File: src/rtl/mod_counter_pkg.sv
// Shared constants and the wrapped next-value helper for the modulo up/down counter.
package mod_counter_pkg;

  localparam logic DIR_UP   = 1'b1;
  localparam logic DIR_DOWN = 1'b0;

  localparam int DEFAULT_WIDTH   = 4;
  localparam int DEFAULT_MODULUS = 10;

  // Wrap is explicit at both ends; callers truncate back to their own width.
  function automatic logic [31:0] next_count(input logic [31:0] count,
                                             input logic        up,
                                             input logic [31:0] modulus);
    if (up == DIR_UP)
      return (count == modulus - 32'd1) ? 32'd0 : count + 32'd1;
    else
      return (count == 32'd0) ? modulus - 32'd1 : count - 32'd1;
  endfunction

endpackage

File: src/rtl/mod_updown_counter_count_reg.sv
// WIDTH-bit state register with asynchronous active-low clear.
module count_reg #(
  parameter int WIDTH = 4
) (
  input  logic             clk,
  input  logic             res,
  input  logic [WIDTH-1:0] d,
  output logic [WIDTH-1:0] q
);

  always_ff @(posedge clk or negedge res) begin
    if (!res) q <= '0;
    else      q <= d;
  end

endmodule

File: src/rtl/mod_updown_counter.sv
// Modulo-N up/down counter with clamped parallel load, terminal count and wrap pulse.
// Define MOD_COUNTER_SATURATE_EN to saturate at the range ends instead of wrapping.
module mod_updown_counter
  import mod_counter_pkg::*;
#(
  parameter int WIDTH   = DEFAULT_WIDTH,
  parameter int MODULUS = DEFAULT_MODULUS
) (
  input  logic             clk,
  input  logic             res,
  input  logic             en,
  input  logic             up,
  input  logic             load,
  input  logic [WIDTH-1:0] din,
  output logic [WIDTH-1:0] count,
  output logic             tc,
  output logic             wrap
);

  if (MODULUS < 2 || longint'(MODULUS) > (longint'(1) << WIDTH)) begin : g_bad_modulus
    $error("mod_updown_counter: MODULUS must satisfy 2 <= MODULUS <= 2**WIDTH");
  end

  localparam logic [WIDTH-1:0] MAX_V = WIDTH'(MODULUS - 1);

  logic [WIDTH-1:0] d;
  logic             at_end;

  assign at_end = (up == DIR_UP) ? (count == MAX_V) : (count == '0);
  assign tc     = en & ~load & at_end;

`ifdef MOD_COUNTER_SATURATE_EN
  always_comb begin
    d = count;
    if (load)
      d = (din > MAX_V) ? MAX_V : din;
    else if (en && !at_end)
      d = WIDTH'(next_count(32'(count), up, 32'(MODULUS)));
  end

  assign wrap = 1'b0;
`else
  logic wrap_d;

  always_comb begin
    d      = count;
    wrap_d = 1'b0;
    if (load)
      d = (din > MAX_V) ? MAX_V : din;
    else if (en) begin
      d      = WIDTH'(next_count(32'(count), up, 32'(MODULUS)));
      wrap_d = at_end;
    end
  end

  always_ff @(posedge clk or negedge res) begin
    if (!res) wrap <= 1'b0;
    else      wrap <= wrap_d;
  end
`endif

  count_reg #(.WIDTH(WIDTH)) u_count_reg (
    .clk (clk),
    .res (res),
    .d   (d),
    .q   (count)
  );

endmodule
File: config.mk
export PLATFORM = sky130hd
export DESIGN_NAME = mod_updown_counter
export DESIGN_NICKNAME = d
export VERILOG_FILES = /design/src/rtl/mod_counter_pkg.sv /design/src/rtl/mod_updown_counter_count_reg.sv /design/src/rtl/mod_updown_counter.sv
export SDC_FILE = /design/constraint.sdc
export NUM_CORES = 1
export LEC_CHECK = 0
export CORE_UTILIZATION = 30
export DETAILED_ROUTE_END_ITERATION = 8
export PLACE_DENSITY = 0.59
export SLEW_MARGIN = 20
export SYNTH_ARGS = -nofsm -noshare
export SYNTH_HDL_FRONTEND = slang
export SYNTH_SLANG_ARGS = --single-unit
File: constraint.sdc
create_clock -name clk -period 1.5 [get_ports clk]
set_input_delay 0.225 -clock clk [delete_from_list [all_inputs] [get_ports clk]]
set_output_delay 0.225 -clock clk [all_outputs]
set_load 0.01 [all_outputs]
# Word-level counts from Yosys, hierarchy flattened
# Cells that the tools add are included.
# word_totals
reg_bits	5
inputBits	9
out_inout_bits	6
elab_cells	20
# op_classes
n_addsub	2
n_lt_le_gt_ge	1
eq_ne	1
muxes	9
bitwise_logic	3
n_reduce_logical	2
# op_table
operator	n
4-bit 2-to-1 mux	6
4-bit by 1-bit adder with 4-bit output, second input constant	1
4-bit equality test, second input constant	1
4-bit greater-than comparator, second input constant	1
4-bit zero test	1
4-bit by 1-bit subtractor with 4-bit output, second input constant	1
1-bit 2-to-1 mux	3
1-bit AND	2
2-bit nonzero test	1
1-bit NOT	1

# Depth between registers and ports, before layout
# Gate-level depths: netlist of the first run.
# depth
depth_word	5
depth_mapped	5
mapped_depth_nobuf	4

# By module
# A second synthesis of the first run with hierarchy kept.
# unflattened
hier_cells	45
hier_area_um2	375.4
# modules_own_cells
mod	n_inst	cells_per_inst	area_per_inst_um2	seq_area_each_um2
mod_updown_counter	1	41	275.3	25.0
count_reg	1	4	100.1	100.1

# Worst setup path before layout of the first run
# No wires, ideal clock.
# synth_path
path_kind	reg2out
start	register u_count_reg.q[3]
end	output tc
arrival_time_ps	1172
t_required_ps	1275
slack_ps	103
stages_incl_launch_ff	5
n_path_buf	1
cell_sequence	dfrtp_1 -> buf_4 -> or3_1 -> nand2_1 -> and3_1
# synth_between
elab_chain_len	3
word_cells_on_any_way	4
classes_between	1 x eq/ne; 1 x mux; 1 x bitwise; 1 x reduce/logical
# synth_lines
item	line	text
start, declared	mod_updown_counter_count_reg.sv:8	output logic [WIDTH-1:0] q
start signal, assigned	mod_updown_counter_count_reg.sv:12	if (!res) q <= '0;
start signal, assigned	mod_updown_counter_count_reg.sv:13	else q <= d;
4-bit equality test / 4-bit zero test (equally long branches)	mod_updown_counter.sv:29	assign at_end = (up == DIR_UP) ? (count == MAX_V) : (count == '0);
1-bit 2-to-1 mux *	mod_updown_counter.sv:29	
1-bit AND *	mod_updown_counter.sv:30	assign tc = en & ~load & at_end;
end, declared	mod_updown_counter.sv:16	output logic tc,
# Mark *: on every way between the ends. The rest lies on a longest branch, timed or not.

# Worst setup path in the final report of the first run
# layout_path
start	register u_count_reg.q[0]
end	output tc
# The elaborated chain is that of the path after synthesis.

==> results of run 1 <==
-- where the power goes --
part,internal (uW),switching [uW],leakage [uW]
Clock,96.9,62.6,0.0000177
Sequential,150,8.96,0.0000613
Combinational,106,102,0.000198
-- synth_stat cells --
| library cell | number |
|---|---|
| sky130_fd_sc_hd__dfrtp_1 | 5 |
| sky130_fd_sc_hd__o21ai_0 | 5 |
| sky130_fd_sc_hd__nand2_1 | 4 |
| sky130_fd_sc_hd__nor2_1 | 3 |
| sky130_fd_sc_hd__nor2b_1 | 3 |
| sky130_fd_sc_hd__and3_1 | 2 |
| sky130_fd_sc_hd__buf_6 | 2 |
| sky130_fd_sc_hd__inv_1 | 2 |
| sky130_fd_sc_hd__nor4b_2 | 2 |
| sky130_fd_sc_hd__xnor2_1 | 2 |
| sky130_fd_sc_hd__a2111oi_1 | 1 |
| sky130_fd_sc_hd__a2111oi_2 | 1 |
| sky130_fd_sc_hd__a21oi_1 | 1 |
| sky130_fd_sc_hd__a221oi_1 | 1 |
| sky130_fd_sc_hd__a32oi_1 | 1 |
| sky130_fd_sc_hd__and3_2 | 1 |
| sky130_fd_sc_hd__buf_4 | 1 |
| sky130_fd_sc_hd__buf_8 | 1 |
| sky130_fd_sc_hd__mux2i_1 | 1 |
| sky130_fd_sc_hd__nand3_1 | 1 |
| sky130_fd_sc_hd__nor3_1 | 1 |
| sky130_fd_sc_hd__o211ai_1 | 1 |
| sky130_fd_sc_hd__o21a_1 | 1 |
| sky130_fd_sc_hd__o41ai_1 | 1 |
| sky130_fd_sc_hd__or3_1 | 1 |
| sky130_fd_sc_hd__xor2_1 | 1 |
-- per-layer routing --
layer	wire length, um	GRT usage
met4	19	0.121
met3	78	0.0909
met5	0	0
met1	424	0.189
met2	527	0.258
-- state kept, by name, indices dropped and copies added, names as in the netlist --
name and flops:
u_count_reg.q 4, wrap 1
-- cell families (layout without fill, tap and decap cells) --
kind of cell,count (synthesis),count (layout)
muxes,1,1
AOI/OAI and AO/OA,13,13
DFF,5,5
and+or+nand+nor,18,18
buffers and inverters,6,28
xor gates and xnor gates,3,3
-- repair_timing --
item | 4_1_cts | 5_1_grt
pin swaps | 1 | 0
resized for setup | 11 | 1
endpoints found under the setup margin | 5 | 2
cloned | 0 | 0
-- through the flow --
step	TNS, ps	hold WS [ps]	std cells	area, um2	worst slack (ps)
after CTS	-50.5	194	83	622	-50.5
after global placement	-664	463	79	596	-492
after detailed placement	-707	458	79	596	-506
final	-48.0	193	83	627	-48.0
after floorplan	0	-70.6	46	422	103
after global routing	-259	211	83	627	-139
-- final cells by class --
| class | count | area, um2 |
|---|---|---|
| clock buffers | 3 | 22.5 |
| clock inverters | 1 | 5.00 |
| inverters | 2 | 7.51 |
| repair buffers | 22 | 194 |
| fillers | 138 | 674 |
| multi-input cells | 35 | 254 |
| well taps | 15 | 18.8 |
| flip-flops and latches | 5 | 125 |
-- placed cells by master (no fill, tap or decap) --
master,synthesis,final
sky130_fd_sc_hd__xor2_1,1,1
sky130_fd_sc_hd__o211ai_1,1,1
sky130_fd_sc_hd__buf_6,2,1
sky130_fd_sc_hd__dlygate4sd2_1,0,4
sky130_fd_sc_hd__nand3_1,1,1
sky130_fd_sc_hd__nand2_1,4,4
sky130_fd_sc_hd__a2111oi_2,1,1
sky130_fd_sc_hd__o21ai_0,5,5
sky130_fd_sc_hd__o41ai_1,1,1
sky130_fd_sc_hd__buf_2,0,1
sky130_fd_sc_hd__dfrtp_1,5,5
sky130_fd_sc_hd__xnor2_1,2,2
sky130_fd_sc_hd__a21oi_1,1,1
sky130_fd_sc_hd__a221oi_1,1,1
sky130_fd_sc_hd__nor2b_2,0,1
sky130_fd_sc_hd__clkdlybuf4s50_1,0,9
sky130_fd_sc_hd__inv_1,2,2
sky130_fd_sc_hd__and3_2,1,1
sky130_fd_sc_hd__or3_1,1,1
sky130_fd_sc_hd__clkinv_2,0,1
sky130_fd_sc_hd__clkbuf_4,0,3
sky130_fd_sc_hd__nor4b_2,2,2
sky130_fd_sc_hd__buf_4,1,7
sky130_fd_sc_hd__nor2b_4,0,1
sky130_fd_sc_hd__o21a_1,1,1
sky130_fd_sc_hd__nor2b_1,3,1
sky130_fd_sc_hd__a32oi_1,1,1
sky130_fd_sc_hd__a2111oi_1,1,1
sky130_fd_sc_hd__nor2_1,3,3
sky130_fd_sc_hd__mux2i_1,1,1
sky130_fd_sc_hd__and3_1,2,2
sky130_fd_sc_hd__nor3_1,1,1
-- how the worst max path moves through the flow --
stage / cells past startpoint / endpoint / from / slack (ps)
after CTS: 4 / tc / u_count_reg.q[0]$_DFFE_PN0P_ / -50
after global routing: 5 / tc / en / -140
after global placement: 5 / tc / en / -490
final: 4 / tc / u_count_reg.q[0]$_DFFE_PN0P_ / -50
after detailed placement: 5 / tc / en / -510
after floorplan: 4 / tc / u_count_reg.q[3]$_DFFE_PN0P_ / 100
==> impl.org, run 1 <==
** Layout
- Layout cells sized above 1 :: 0.279
- Final antenna diode count :: 0
- Relative to the synthesized area, the layout overhead comes to 48.7%.
- Fin util :: 0.482
- Net total in the final layout :: between 70 and 80

** Pwr
- Total power for the finished layout comes to between 500 and 600 uW.
- Worst ir drop on vdd :: around 0.0005 V
- The analysis attributes to cell leakage a power of 0.000277 uW.
- Areal power density over the cells :: 840 mW/mm2

** Drt
- Via count :: 429
- DR iter-0 viols :: 9
- The first TritonRoute pass finished after 4 iterations.
- In the routed layout, each cell is associated on average with a via count of 5.17.
- After detailed routing, the number of remaining DRC violations is 0.
- Total wirelength of the detailed-routed design :: about 1100 um
- Once detail routing completed, the nets flagged for antenna violations numbered 0.
- Final routed wire length divided by cell count :: ~13 um

** Global route
- Grt ovf :: 0
- Pin count of the biggest net entering global routing :: 12
- The first global-routing pass estimated 1700 um of wire.
- Via count of the first global-routing pass :: between 300 and 400
- Number of antenna violations at the first check in global routing :: 0
- GRT Total Usage :: 0.175

** Floorplanning
- For this design the top-level I/O count stands at 15.
- The core region is between 0.001 and 0.0015 mm2.
- From bottom edge to top edge, the die measures about 40 um.
- From left edge to right edge, the die measures roughly 40 um.
- Die area :: 0.00156 mm2
- Floorplan row count :: 13
- For this configuration, the core starts out at a cell density of 0.324.

** Synth
- For this run, the number of Yosys warnings is 0.
- Leading cell types by total area after synthesis :: sky130_fd_sc_hd__dfrtp_1, sky130_fd_sc_hd__nor4b_2, sky130_fd_sc_hd__o21ai_0
- Number of standard cells after synthesis :: 46
- Adder and majority cell fraction of the synthesized area :: 0
- After synthesis, the largest family of logic cells by area is simple AND/OR/NAND/NOR gates.
- Synthesis inferred 5 register bits.
- Mapped Avg Cell Area :: between 9 and 10 um2
- Share of the yosys chip area belonging to registers :: 0.297
- Cell type with the highest aggregate area in the netlist :: sky130_fd_sc_hd__dfrtp_1
- Post-synthesis net count :: 55
- Synth cell types :: 26
- Post-synthesis share of cell area spent on xor and xnor gates :: 0.0623
- Fraction of post-synthesis cell area in the top cell type by area :: 0.297
- Of the total synthesized cell area, the portion taken by AND, OR, NAND and NOR gates is 0.264.
- Post-synthesis cell area :: between 400 and 500 um2
- Multiplexer share of the synthesized area :: 0.0237
- The synthesized-area fraction occupied by ao, oa, aoi and oai cells is 0.228.

** Flow run
- Across the run, the number of max-cap violations was 0.

** STA
- The number of pins with negative max-slew slack in the final report is 0.
- Slew @ Worst Pin :: 505 ps
- Clock skew on the completed layout was measured at roughly 5.8 ps.
- Setup repair after global routing could not meet its margin everywhere.
- Max Clock Freq :: roughly 650 MHz
- In the finished design, the share of the clock period the worst path needs comes to 1.03.
- Final hold violation count :: 0
- Worst path setup slack after routing :: -48.0 ps
- Subtracting the final worst setup slack from the clock period gives 1550 ps.
- Number of setup violations in the final report :: 1
- Headroom to the max-slew limit came out at 0.662.

** Setup path
- For the worst setup path, the data required time is roughly 1300 ps.
- The critical path goes through or3_1, nand2_1, and3_1, buf_2.
- Among all stages on the critical path, the largest delay is contributed by sky130_fd_sc_hd__dfrtp_1.
- Across all register-to-register paths, the minimum setup slack is between 150 and 200 ps.
- Worst Reg-to-Reg Cells :: 4
- Along the worst path, the maximum fanout reaches 2.
- On the worst path, the slowest cell contributes a delay of about 390 ps.
- Among cell families on the critical path, the largest total delay comes from simple AND/OR/NAND/NOR gates.
- Startpoint of the worst-slack reg-to-reg timing path :: u_count_reg.q[0]$_DFFE_PN0P_
- The worst setup path is launched from a flop.
- In this run the critical register-to-register path is captured at u_count_reg.q[3]$_DFFE_PN0P_.
- CP Data Arrival Time :: 1320 ps
- Critical path start-end classification :: reg2out
- Buffer and inverter count on the worst path :: 1
- Crit. End Element :: primary output

** Clock tree
- The tree is rooted in a sky130_fd_sc_hd__clkbuf_4.
- After clock tree synthesis, the clock-pin slew on the worst setup and hold paths is approximately 50 ps.
- Hold-fix buffer count after cts :: 0
- CTS Buffer Depth :: 2
- In this run the number of H-tree levels came out at 1.
- Buffers added to address setup during post-CTS repair amount to 0.
- Counting the buffers created by CTS gives 3.
- Clock tree synthesis found a total of 5 sinks.
- The later pin in the worst-skew pair is clocked with a latency of 250 ps.
- TritonCTS built the clock tree.

** Worst hold path
- The tightest min-delay check is of the in2async type.

** Run status
- The final reports fail on setup timing.
- The flow ran to the end, but the final reports show violations.

** Placed design
- DPL Wire Length :: just over 700 um
- Port buffer count :: 14
- At the end of routability-driven placement, the weighted congestion stood at a little under 0.8.
Note: power is estimated with default switching activity, not from simulation.
==> run 2: changes to the inputs <==
- CORE_AREA: unset -> 2 2 39 41
- CORE_UTILIZATION: 30 -> unset
- DIE_AREA: unset -> 0 0 41 43
- PLACE_DENSITY: 0.59 -> 0.62
- clock period: 1.5 -> 1.8 ns (I/O delays scaled with it)
==> run 2 against run 1 <==
The run now ends clean; hold slack improved by 29 ps; sequential cell count unchanged; utilization down 2.6 points; non-clock buffer count up 1; clock power shrank 12%.
==> impl.org, run 2 (synthesized netlist as in run 1, its figures left out) <==
** Setup path
- Along the worst path, the maximum fanout reaches 11.
- Worst stage delay on the critical path :: approximately 560 ps
- The worst register-to-register path has a setup slack of about 470 ps.
- Start point of the critical path :: u_count_reg.q[0]$_DFFE_PN0P_
- Measured in cells, the most critical reg-to-reg path has a length of 4.
- The largest individual stage delay along the critical path comes from the cell sky130_fd_sc_hd__clkdlybuf4s50_1.
- CP Data Arrival Time :: 1350 ps
- The critical path is of the reg2out type.
- Crit path capture :: count[0]
- Data required time at the worst endpoint :: 1530 ps
- The critical path goes through buf_4, clkdlybuf4s50_1.
- Launching element type of the critical path :: flop
- The endpoint identified for the worst register-to-register timing path is u_count_reg.q[3]$_DFFE_PN0P_.
- Crit. End Element :: primary output
- Startpoint of the worst-slack reg-to-reg timing path :: u_count_reg.q[2]$_DFFE_PN0P_

** STA
- For the pin with the worst max-slew slack, the measured transition is approximately 430 ps.
- Number of max-slew violations in the final report :: 0
- Total negative slack for setup checks :: 0 ps
- In the finished design, the share of the clock period the worst path needs comes to 0.900.
- The clock arrives with approximately 10 ps of skew.
- The routed design could run at a clock period as short as approximately 1600 ps.
- Hold is met by about 220 ps.
- Final hold violation count :: 0
- Setup violations remaining at the end of the flow were counted as 0.
- RSZ-0062 raised after global routing :: no
- Measured against its own limit, the worst slew margin works out to 0.716.
- Based on the critical path, the design can be clocked at up to between 600 and 700 MHz.

** Global route
- Met3 usage :: 0.0628
- Number of antenna violations at the first check in global routing :: 0
- After global routing, the most crowded layer is met1.
- The number of global-route vias before repair was between 300 and 400.
- Grt ovf :: 0
- GRT Total Usage :: 0.147
- Met2 track demand over resource in global routing :: 0.178
- Met1 Use GR :: 0.201
- The first global-routing pass estimated ~1600 um of wire.
- Pin count of the biggest net entering global routing :: 12

** Flow run
- Across the run, the number of max-cap violations was 0.

** Drt
- In the final routed layout, each cell accounts on average for roughly 12 um.
- In this run, the number of DRC markers left after iteration 0 of detailed routing was 10.
- The first detailed-routing pass ran for 4 iterations.
- Detailed-route vias per instance :: roughly 5
- Total wirelength of the detailed-routed design :: approximately 980 um
- For this run, design rule violations remaining after detail routing come to 0.
- Via count :: 427
- The count of nets left with antenna violations once routing finished came out at 0.

** Layout
- Once layout is complete, the cells apart from fillers number 85.
- In the final layout, the registers with the most flip-flops are u_count_reg.q (4), wrap (1).
- Post-route design area :: roughly 630 um2
- Most flops, register :: u_count_reg.q
- The register with the most flip-flops in the layout has 4 of them.
- Net total in the final layout :: around 80
- The area growth from synthesis to layout is 49.6%.
- The library cells used most frequently in the layout, excluding fill and tap cells, are sky130_fd_sc_hd__clkdlybuf4s50_1, sky130_fd_sc_hd__buf_4, sky130_fd_sc_hd__o21ai_0, sky130_fd_sc_hd__dfrtp_1, sky130_fd_sc_hd__nand2_1.
- In the final layout, the share of cells above drive strength 1 is 0.275.
- Final antenna diode count :: 0
- The library cell used most frequently in the layout, excluding fill and tap cells, is sky130_fd_sc_hd__clkdlybuf4s50_1.

** Pwr
- The internal power of the cells totals 305 uW.
- Of the total power, the clock network draws 0.311.
- IR analysis of the VDD net gives a maximum drop of roughly 0.00032 V.
- Net switching component of the power :: about 150 uW
- Of the total power, the share spent switching nets is 0.324.
- Of the total power, combinational logic draws 0.393.
- Portion of total power attributed to sequential cells :: 0.297
- Areal power density over the cells :: approximately 700 mW/mm2
- Static leakage power :: 0.000267 uW

** Worst hold path
- Class of the worst hold path :: in2async

** Placed design
- Input and output buffers added on the ports amount to 14.
- DPL Wire Length :: 749 um
- Placer congestion estimate :: ~0.82
- Placed insts :: between 80 and 90
- Once placement finished, the instance area stood at between 600 and 700 um2.

** Floorplanning
- In this run the standard cell core region covers approximately 0.0014 mm2.
- In this run the horizontal extent of the chip is a little over 40 um.
- The floorplan has 14 rows.
- Pin placement for this block handled 15 I/O pins.
- The die covers 0.00176 mm2.
- Initial standard-cell utilization of the core :: 0.305
- Die Span Y :: 43 um

** Clock tree
- H-tree depth :: 1
- In this run the clock root is driven by a sky130_fd_sc_hd__clkbuf_4.
- Clock tree from TritonCTS :: done
- Cells resized by post-CTS repair :: 3
- CTS Buffer Depth :: 2
- Clock buffers created by TritonCTS :: 3
- Number of clock sinks seen by CTS :: 5
- After clock tree synthesis, the clock-pin slew on the worst setup and hold paths is about 50 ps.
- Clock latency of the later-clocked register in the worst-skew pair :: 260 ps
- The number of setup buffers added after CTS is 0.
- Hold-fix buffer count after cts :: 0

** Run status
- Run status :: complete, no violations
## run 2: layout make-up
type | count | area, um2
Fill cell | 150 | 753
Clock buffer | 4 | 26.3
Timing Repair Buffer | 23 | 203
Sequential cell | 5 | 125
Multi-Input combinational cell | 35 | 249
Tap cell | 16 | 20.0
Inverter | 2 | 7.51
## run 2: how the worst min path moves through the flow
stage	start	slack, ps	cells after the start	to
floorplan	res	-30	0	u_count_reg.q[0]$_DFFE_PN0P_
global placement	res	500	1	wrap$_DFF_PN0_
detailed placement	res	500	1	wrap$_DFF_PN0_
CTS	res	220	1	wrap$_DFF_PN0_
global route	res	240	1	wrap$_DFF_PN0_
finish	res	220	1	wrap$_DFF_PN0_
## run 2: critical path: cells and delay by family (launching register included)
| kind | cells | cell delay, ps |
|---|---|---|
| buf+inv | 2 | 760 |
| flops | 1 | 350 |
## run 2: through the flow
step | worst slack [ps] | power, uW | utilization
2_1_floorplan | 358 | 240 | -
3_3_place_gp | -251 | 314 | 0.437
3_5_place_dp | -234 | 313 | 0.437
4_1_cts | 40.9 | 457 | 0.458
5_1_grt | 99.7 | 491 | 0.456
6_report | 179 | 451 | 0.456
## run 2: power groups by stage
stage | Sequential [uW] | Combinational (uW) | Clock, uW
floorplan | 145 | 95.1 | 0
detailed placement | 135 | 177 | 0
global route | 136 | 196 | 159
global placement | 136 | 178 | 0
finish | 134 | 177 | 140
CTS | 134 | 179 | 143
## run 2: layer usage
metal | share of wire | vias to the layer above
li1 | - | 217
met1 | 0.44 | 192
met2 | 0.46 | 16
met3 | 0.075 | 2
met4 | 0.025 | 0
met5 | 0 | -
==> run 3: changes to the inputs <==
- SLEW_MARGIN: 20 -> unset
==> results of run 3 <==
No change in the layout: final DEF, timing and power equal those of run 2.
